`config.mk`:
```
export PLATFORM = sky130hd
export DESIGN_NAME = reg_bank_flat
export DESIGN_NICKNAME = d
export VERILOG_FILES = /design/src/rtl/bank_pkg.sv /design/src/rtl/reg_bank_if.sv /design/src/rtl/reg_cell.sv /design/src/rtl/reg_bank.sv /design/src/flat_wrapper.sv
export SDC_FILE = /design/constraint.sdc
export NUM_CORES = 1
export LEC_CHECK = 0
export CORE_AREA = 2 2 136 165
export CTS_BUF_LIST = sky130_fd_sc_hd__clkbuf_8
export DETAILED_ROUTE_END_ITERATION = 8
export DIE_AREA = 0 0 138 167
export GPL_ROUTABILITY_DRIVEN = 1
export PLACE_DENSITY = 0.71
export SYNTH_ARGS = -nofsm -noshare
export SYNTH_HDL_FRONTEND = slang
export SYNTH_HIERARCHICAL = 1
export SYNTH_SLANG_ARGS = --single-unit
```
`constraint.sdc`:
```
create_clock -name clk -period 2.9 [get_ports clk]
set_input_delay 0.87 -clock clk [delete_from_list [all_inputs] [get_ports clk]]
set_output_delay 0.87 -clock clk [all_outputs]
set_load 0.01 [all_outputs]
```
`src/rtl/bank_pkg.sv`:
```
// Shared types and defaults for the reg_bank register file.
package bank_pkg;

  typedef enum logic {
    IDLE    = 1'b0,
    RESTORE = 1'b1
  } state_t;

  localparam int DEF_WIDTH    = 16;
  localparam int DEF_NUM_REGS = 8;

  // Bit offset of entry idx inside the packed starting-value vector.
  function automatic int start_lsb(input int idx, input int width);
    return idx * width;
  endfunction

endpackage

```
`src/rtl/reg_bank_if.sv`:
```
// Write, restore and dual-read bus of the register bank.
interface reg_bank_if #(
  parameter int WIDTH    = bank_pkg::DEF_WIDTH,
  parameter int NUM_REGS = bank_pkg::DEF_NUM_REGS
);
  localparam int ADDR_W = $clog2(NUM_REGS);

  logic                      en;
  logic [ADDR_W-1:0]         wr_addr;
  logic [WIDTH-1:0]          d_in;
  logic [NUM_REGS*WIDTH-1:0] starting;
  logic                      restore;
  logic [ADDR_W-1:0]         rd_addr_a;
  logic [ADDR_W-1:0]         rd_addr_b;
  logic [WIDTH-1:0]          rd_data_a;
  logic [WIDTH-1:0]          rd_data_b;
  logic                      wr_accepted;
  logic                      busy;
  logic                      restore_done;

  modport master (
    output en, wr_addr, d_in, starting, restore, rd_addr_a, rd_addr_b,
    input  rd_data_a, rd_data_b, wr_accepted, busy, restore_done
  );

  modport slave (
    input  en, wr_addr, d_in, starting, restore, rd_addr_a, rd_addr_b,
    output rd_data_a, rd_data_b, wr_accepted, busy, restore_done
  );

endinterface

```
`src/rtl/reg_cell.sv`:
```
// One register: synchronous reset loads its starting value, i_load captures i_d.
module reg_cell #(
  parameter int WIDTH = bank_pkg::DEF_WIDTH
) (
  input  logic             clk,
  input  logic             reset,
  input  logic [WIDTH-1:0] i_init,
  input  logic             i_load,
  input  logic [WIDTH-1:0] i_d,
  output logic [WIDTH-1:0] o_q
);

  logic [WIDTH-1:0] r_q;

  always_ff @(posedge clk) begin
    if (reset)       r_q <= i_init;
    else if (i_load) r_q <= i_d;
  end

  assign o_q = r_q;

endmodule

```
`src/rtl/reg_bank.sv`:
```
// Register bank with one write port, two combinational read ports and a restore sequencer.
// Optional same-cycle write-to-read forwarding is enabled by defining REG_BANK_BYPASS_EN.
module reg_bank
  import bank_pkg::*;
#(
  parameter int WIDTH    = DEF_WIDTH,
  parameter int NUM_REGS = DEF_NUM_REGS
) (
  input  logic       clk,
  input  logic       reset,
  reg_bank_if.slave  bus
);

  localparam int                ADDR_W   = $clog2(NUM_REGS);
  localparam logic [ADDR_W:0]   LP_NREGS = (ADDR_W+1)'(NUM_REGS);
  localparam logic [ADDR_W-1:0] LP_LAST  = ADDR_W'(NUM_REGS - 1);

  state_t            r_state;
  state_t            w_next_state;
  logic [ADDR_W-1:0] r_idx;
  logic              r_busy;
  logic              r_done;
  logic              w_wr_acc;
  logic              w_rst_load;
  logic [WIDTH-1:0]  w_q [NUM_REGS];
  logic [WIDTH-1:0]  w_rd_a;
  logic [WIDTH-1:0]  w_rd_b;

  always_comb begin
    w_next_state = r_state;
    w_wr_acc     = 1'b0;
    w_rst_load   = 1'b0;
    case (r_state)
      IDLE: begin
        if (bus.restore)
          w_next_state = RESTORE;
        else if (bus.en && ({1'b0, bus.wr_addr} < LP_NREGS))
          w_wr_acc = 1'b1;
      end
      RESTORE: begin
        w_rst_load = 1'b1;
        if (r_idx == LP_LAST)
          w_next_state = IDLE;
      end
      default: w_next_state = IDLE;
    endcase
  end

  always_ff @(posedge clk) begin
    if (reset) begin
      r_state <= IDLE;
      r_idx   <= '0;
      r_busy  <= 1'b0;
      r_done  <= 1'b0;
    end else begin
      r_state <= w_next_state;
      r_busy  <= (w_next_state == RESTORE);
      r_done  <= (r_state == RESTORE) && (w_next_state == IDLE);
      // Clearing idx on exit keeps the walk correct for non-power-of-two depths.
      if (w_rst_load && (w_next_state == RESTORE))
        r_idx <= r_idx + ADDR_W'(1);
      else
        r_idx <= '0;
    end
  end

  for (genvar i = 0; i < NUM_REGS; i++) begin : g_cell
    logic             w_load;
    logic [WIDTH-1:0] w_d;
    logic [WIDTH-1:0] w_init;

    assign w_init = bus.starting[start_lsb(i, WIDTH) +: WIDTH];
    assign w_load = (w_wr_acc && (bus.wr_addr == ADDR_W'(i))) ||
                    (w_rst_load && (r_idx == ADDR_W'(i)));
    assign w_d    = w_rst_load ? w_init : bus.d_in;

    reg_cell #(.WIDTH(WIDTH)) u_cell (
      .clk    (clk),
      .reset  (reset),
      .i_init (w_init),
      .i_load (w_load),
      .i_d    (w_d),
      .o_q    (w_q[i])
    );
  end

  always_comb begin
    w_rd_a = '0;
    w_rd_b = '0;
    if ({1'b0, bus.rd_addr_a} < LP_NREGS) w_rd_a = w_q[bus.rd_addr_a];
    if ({1'b0, bus.rd_addr_b} < LP_NREGS) w_rd_b = w_q[bus.rd_addr_b];
`ifdef REG_BANK_BYPASS_EN
    if (w_wr_acc && (bus.rd_addr_a == bus.wr_addr)) w_rd_a = bus.d_in;
    if (w_wr_acc && (bus.rd_addr_b == bus.wr_addr)) w_rd_b = bus.d_in;
`endif
  end

  assign bus.rd_data_a    = w_rd_a;
  assign bus.rd_data_b    = w_rd_b;
  assign bus.wr_accepted  = w_wr_acc;
  assign bus.busy         = r_busy;
  assign bus.restore_done = r_done;

endmodule
```
`src/flat_wrapper.sv`:
```
// flat-port wrapper written by rule: the top's interface ports become plain ports
module reg_bank_flat import bank_pkg::*;
#(
  parameter int WIDTH    = DEF_WIDTH,
  parameter int NUM_REGS = DEF_NUM_REGS
)
  (clk, reset, bus_en, bus_wr_addr, bus_d_in, bus_starting, bus_restore, bus_rd_addr_a, bus_rd_addr_b, bus_rd_data_a, bus_rd_data_b, bus_wr_accepted, bus_busy, bus_restore_done);
  reg_bank_if #(.WIDTH(WIDTH), .NUM_REGS(NUM_REGS)) bus_i ();
  input  logic clk;
  input  logic reset;
  input wire logic [$bits(bus_i.en)-1:0] bus_en;
  input wire logic [$bits(bus_i.wr_addr)-1:0] bus_wr_addr;
  input wire logic [$bits(bus_i.d_in)-1:0] bus_d_in;
  input wire logic [$bits(bus_i.starting)-1:0] bus_starting;
  input wire logic [$bits(bus_i.restore)-1:0] bus_restore;
  input wire logic [$bits(bus_i.rd_addr_a)-1:0] bus_rd_addr_a;
  input wire logic [$bits(bus_i.rd_addr_b)-1:0] bus_rd_addr_b;
  output wire logic [$bits(bus_i.rd_data_a)-1:0] bus_rd_data_a;
  output wire logic [$bits(bus_i.rd_data_b)-1:0] bus_rd_data_b;
  output wire logic [$bits(bus_i.wr_accepted)-1:0] bus_wr_accepted;
  output wire logic [$bits(bus_i.busy)-1:0] bus_busy;
  output wire logic [$bits(bus_i.restore_done)-1:0] bus_restore_done;
  assign bus_i.en = bus_en;
  assign bus_i.wr_addr = bus_wr_addr;
  assign bus_i.d_in = bus_d_in;
  assign bus_i.starting = bus_starting;
  assign bus_i.restore = bus_restore;
  assign bus_i.rd_addr_a = bus_rd_addr_a;
  assign bus_i.rd_addr_b = bus_rd_addr_b;
  assign bus_rd_data_a = bus_i.rd_data_a;
  assign bus_rd_data_b = bus_i.rd_data_b;
  assign bus_wr_accepted = bus_i.wr_accepted;
  assign bus_busy = bus_i.busy;
  assign bus_restore_done = bus_i.restore_done;
  reg_bank #(.WIDTH(WIDTH), .NUM_REGS(NUM_REGS)) u_core (.clk(clk), .reset(reset), .bus(bus_i));
endmodule
```
==> run_results.csv <==
group,metric,value,unit
power_and_ir_drop,total_power,5.56,mW
timing,hold_viol,0,
timing,grt_setup_unrepaired,"yes",
job,maxCapViolCount,0,
yosys,synth_fa_ha_area_share,0.786,%
worst_setup_path,crit_fanout,6,
timing,setup_ws,-147,ps
worst_setup_path,crit_chain,"buf_16 -> buf_12 -> buf_6 -> mux4_2 -> mux2_4 -> buf_6",
grt,globalRouteOverflowTotal,0,
grt,grt_pass1_wl,40600,um
die,dieHeight,167,um
detailed_routing,drt_first_iter_violations,648,
die,die_area,0.0230,sq mm
yosys,synth.cell_area,0.00955,sq mm
timing,slew_headroom,53.1,%
grt,grt_start_max_net_pins,71,
clock_network,hold_buffers,0,
yosys,syn_nets,901,
yosys,yosys.cell_types.count,28,
timing,slew_violations,0,
clock_network,cts-root-buf,"clkbuf_8",
power_and_ir_drop,p_leak,5.21,nW
clock_network,cts_tree,"yes",
worst_setup_path,crit_path_top_delay_cell,"mux4_2",
yosys,ys_seq_area_share,41.3,%
placement,gp_congestion,0.851,
yosys,syn_inst,738,
placement,io_buffers,191,
final_layout,stdcell_count,1222,
final_layout,synthToLayoutAreaGrowth,30.8,%
grt,use_met2,38.2,%
grt,grtUsageMet3,4.83,%
run_status,status,"complete, but fails checks",
worst_setup_path,critPathMaxStageDelay,520,ps
placement,place_hpwl,18600,um
yosys,synth_xor_area_share,0,%
power_and_ir_drop,p_per_area,445,mW/mm^2
yosys,synth_compound_area_share,0.773,%
grt,grt_usage,23.5,%
timing,final.period_utilization,105,%
timing,setup_viol,32,
timing,max_freq,328,MHz
final_layout,fill_cells,1708,
worst_setup_path,cp-start-kind,"primary input",
hold_path,hold_class,"flop to flop",
worst_setup_path,crit_path_end_kind,"primary output",
yosys,yosysWarnings,6,
die,fp-row-count,59,
detailed_routing,finalWirelength,27200,um
final_layout,finalNetCount,1095,
timing,worst_pin_slew,703,ps
die,core_area,0.0214,sq mm
worst_setup_path,crit_type,"primary input to primary output",
timing,hold-worst-slack,494,ps
die,io_pins,192,
die,start_util,44.6,%
clock_network,clkTransAtPathRegs,80,ps
grt,antenna_found_initial,3,
clock_network,clkLatencyLatePin,440,ps
timing,period_needed,3050,ps
timing,finClkSkew,12.0,ps
clock_network,cts-buffers-inserted,17,
worst_setup_path,critical_path_required,2030,ps
yosys,yosys_register_bits,133,
detailed_routing,drc,0,
worst_setup_path,critPathBufInv,4,
clock_network,clock_sinks,133,
detailed_routing,route.vias.total,6819,
yosys,synth_top_family_by_area,"multiplexers",
power_and_ir_drop,vdd_drop_max,0.275,mV
final_layout,drive_gt1_share,35.8,%
run_status,violations,"negative setup slack",
worst_setup_path,arrival,2180,ps
yosys,synth_mux_area_share,39.0,%
worst_setup_path,cpLargestDelayFamily,"multiplexers",
detailed_routing,wire_per_inst,22.2,um
yosys,avgSynthCellArea,12.9,sq um
grt,grtUsageMet1,31.3,%
placement,placed_cells,1169,
die,die_x,138,um
worst_setup_path,crit_path_frequent_cell,"buf_6",
clock_network,cts_buffer_depth,2,
detailed_routing,dr.pass1.iters,5,
yosys,synthSimpleGateAreaFrac,12.6,%
grt,grt_pass1_vias,6863,
clock_network,htree_num_levels,4,
grt,grt_busiest_layer,"met2",
detailed_routing,drtAntennaViolNets,0,
detailed_routing,vias_per_cell,5.58,
==> logic make-up after synthesis <==
group | Yosys count
fa+ha+maj | 6
flops | 133
buf+inv | 71
compound gates | 8
simple gates | 296
mux | 224
==> sequential cells by signal, indices dropped and copies added (netlist names) <==
register	cells
u_core/g_cell.u_cell/o_q	128
u_core/r_idx	3
u_core/bus.busy	1
u_core/bus.restore_done	1
==> routing by layer <==
metal  vias up  wire length, um
met5         -                0
met4         0              662
met3        46             2110
met2       340            13000
met1      3348            11400
li1       3085                -
==> stage by stage <==
stage | setup WS, ps | TNS, ps | utilization [%] | cell area [sq um]
2_1_floorplan | 88.3 | 0 | - | 9550
3_3_place_gp | -685 | -21090 | 54.9 | 11700
3_5_place_dp | -706 | -21100 | 54.9 | 11700
4_1_cts | -109 | -1760 | 58.1 | 12400
5_1_grt | -150 | -2410 | 58.3 | 12500
6_report | -147 | -1800 | 58.3 | 12500
==> power breakdown <==
part	switching [mW]	internal, mW	total (mW)
Sequential	0.134	2.32	2.45
Combinational	0.608	0.973	1.58
Clock	0.763	0.768	1.53
==> repair_timing <==
action | CTS | global route
gates resized for setup | 268 | 10
buffers inserted | 9 | 1
endpoints found under the hold margin | 0 | 0
gates cloned | 8 | 0
pin swaps | 0 | 0
endpoints found under the setup margin | 33 | 32
==> synth_stat cells <==
| cell type | number | area, sq um |
|---|---|---|
| a31o_2 | 1 | 8.76 |
| buf_12 | 8 | 160 |
| clkbuf_1 | 27 | 101 |
| mux4_2 | 8 | 180 |
| clkbuf_2 | 2 | 10.0 |
| nor3b_1 | 1 | 7.51 |
| dfxtp_1 | 5 | 100 |
| buf_6 | 16 | 180 |
| inv_1 | 4 | 15.0 |
| mux4_1 | 56 | 1470 |
| mux2_4 | 72 | 1080 |
| edfxtp_1 | 128 | 3840 |
| nor4bb_1 | 1 | 10.0 |
| mux2_2 | 88 | 991 |
| a32o_1 | 3 | 30.0 |
| or3b_2 | 1 | 8.76 |
| buf_2 | 7 | 35.0 |
| a22o_1 | 4 | 35.0 |
| and3_1 | 1 | 6.26 |
| or2_1 | 8 | 50.1 |
| and2_1 | 1 | 6.26 |
| buf_1 | 7 | 26.3 |
| nand2_1 | 257 | 965 |
| nor4b_1 | 1 | 8.76 |
| nor2_1 | 6 | 22.5 |
| ha_1 | 6 | 75.1 |
| nor2b_1 | 3 | 18.8 |
| nand2b_1 | 16 | 100 |
==> layout by cell type, fill, tap and decap left out, drive strengths merged, types with 2 or more instances in the layout <==
cell	Yosys	layout
clkdlybuf4s50	0	151
edfxtp	128	128
nand2b	16	16
mux2	160	160
clkinvlp	0	2
diode	0	3
bufinv	0	2
nor2b	3	3
inv	4	8
a22o	4	4
clkbuf	29	17
ha	6	6
buf	38	86
dfxtp	5	5
clkinv	0	7
a32o	3	3
nand2	257	257
mux4	64	64
bufbuf	0	2
nor2	6	6
dlygate4sd2	0	3
or2	8	8
==> path summary, 6_finish.rpt <==
path / end / cells after the start / slack (ps) / startpoint
setup / recovery: bus_rd_data_a[2] / 6 / -150 / bus_rd_addr_a[0]
setup reg to reg: u_core/g_cell[3].u_cell/o_q[13] / 4 / 420 / u_core/bus.busy
hold / removal: u_core/r_idx[0] / 1 / 490 / u_core/r_idx[0]
hold reg to reg: u_core/r_idx[0] / 1 / 490 / u_core/r_idx[0]
==> cell type report <==
type / count / area [sq um] / area share [%]
Tap cell: 274 / 343 / 2.75
Multi-Input combinational cell: 534 / 5010 / 40.1
Antenna cell: 3 / 7.51 / 0.0601
Clock inverter: 15 / 154 / 1.23
Sequential cell: 133 / 3950 / 31.6
Clock buffer: 17 / 234 / 1.87
Inverter: 4 / 15.0 / 0.120
Timing Repair Buffer: 242 / 2780 / 22.3
Power figures use the tool's default switching activity.
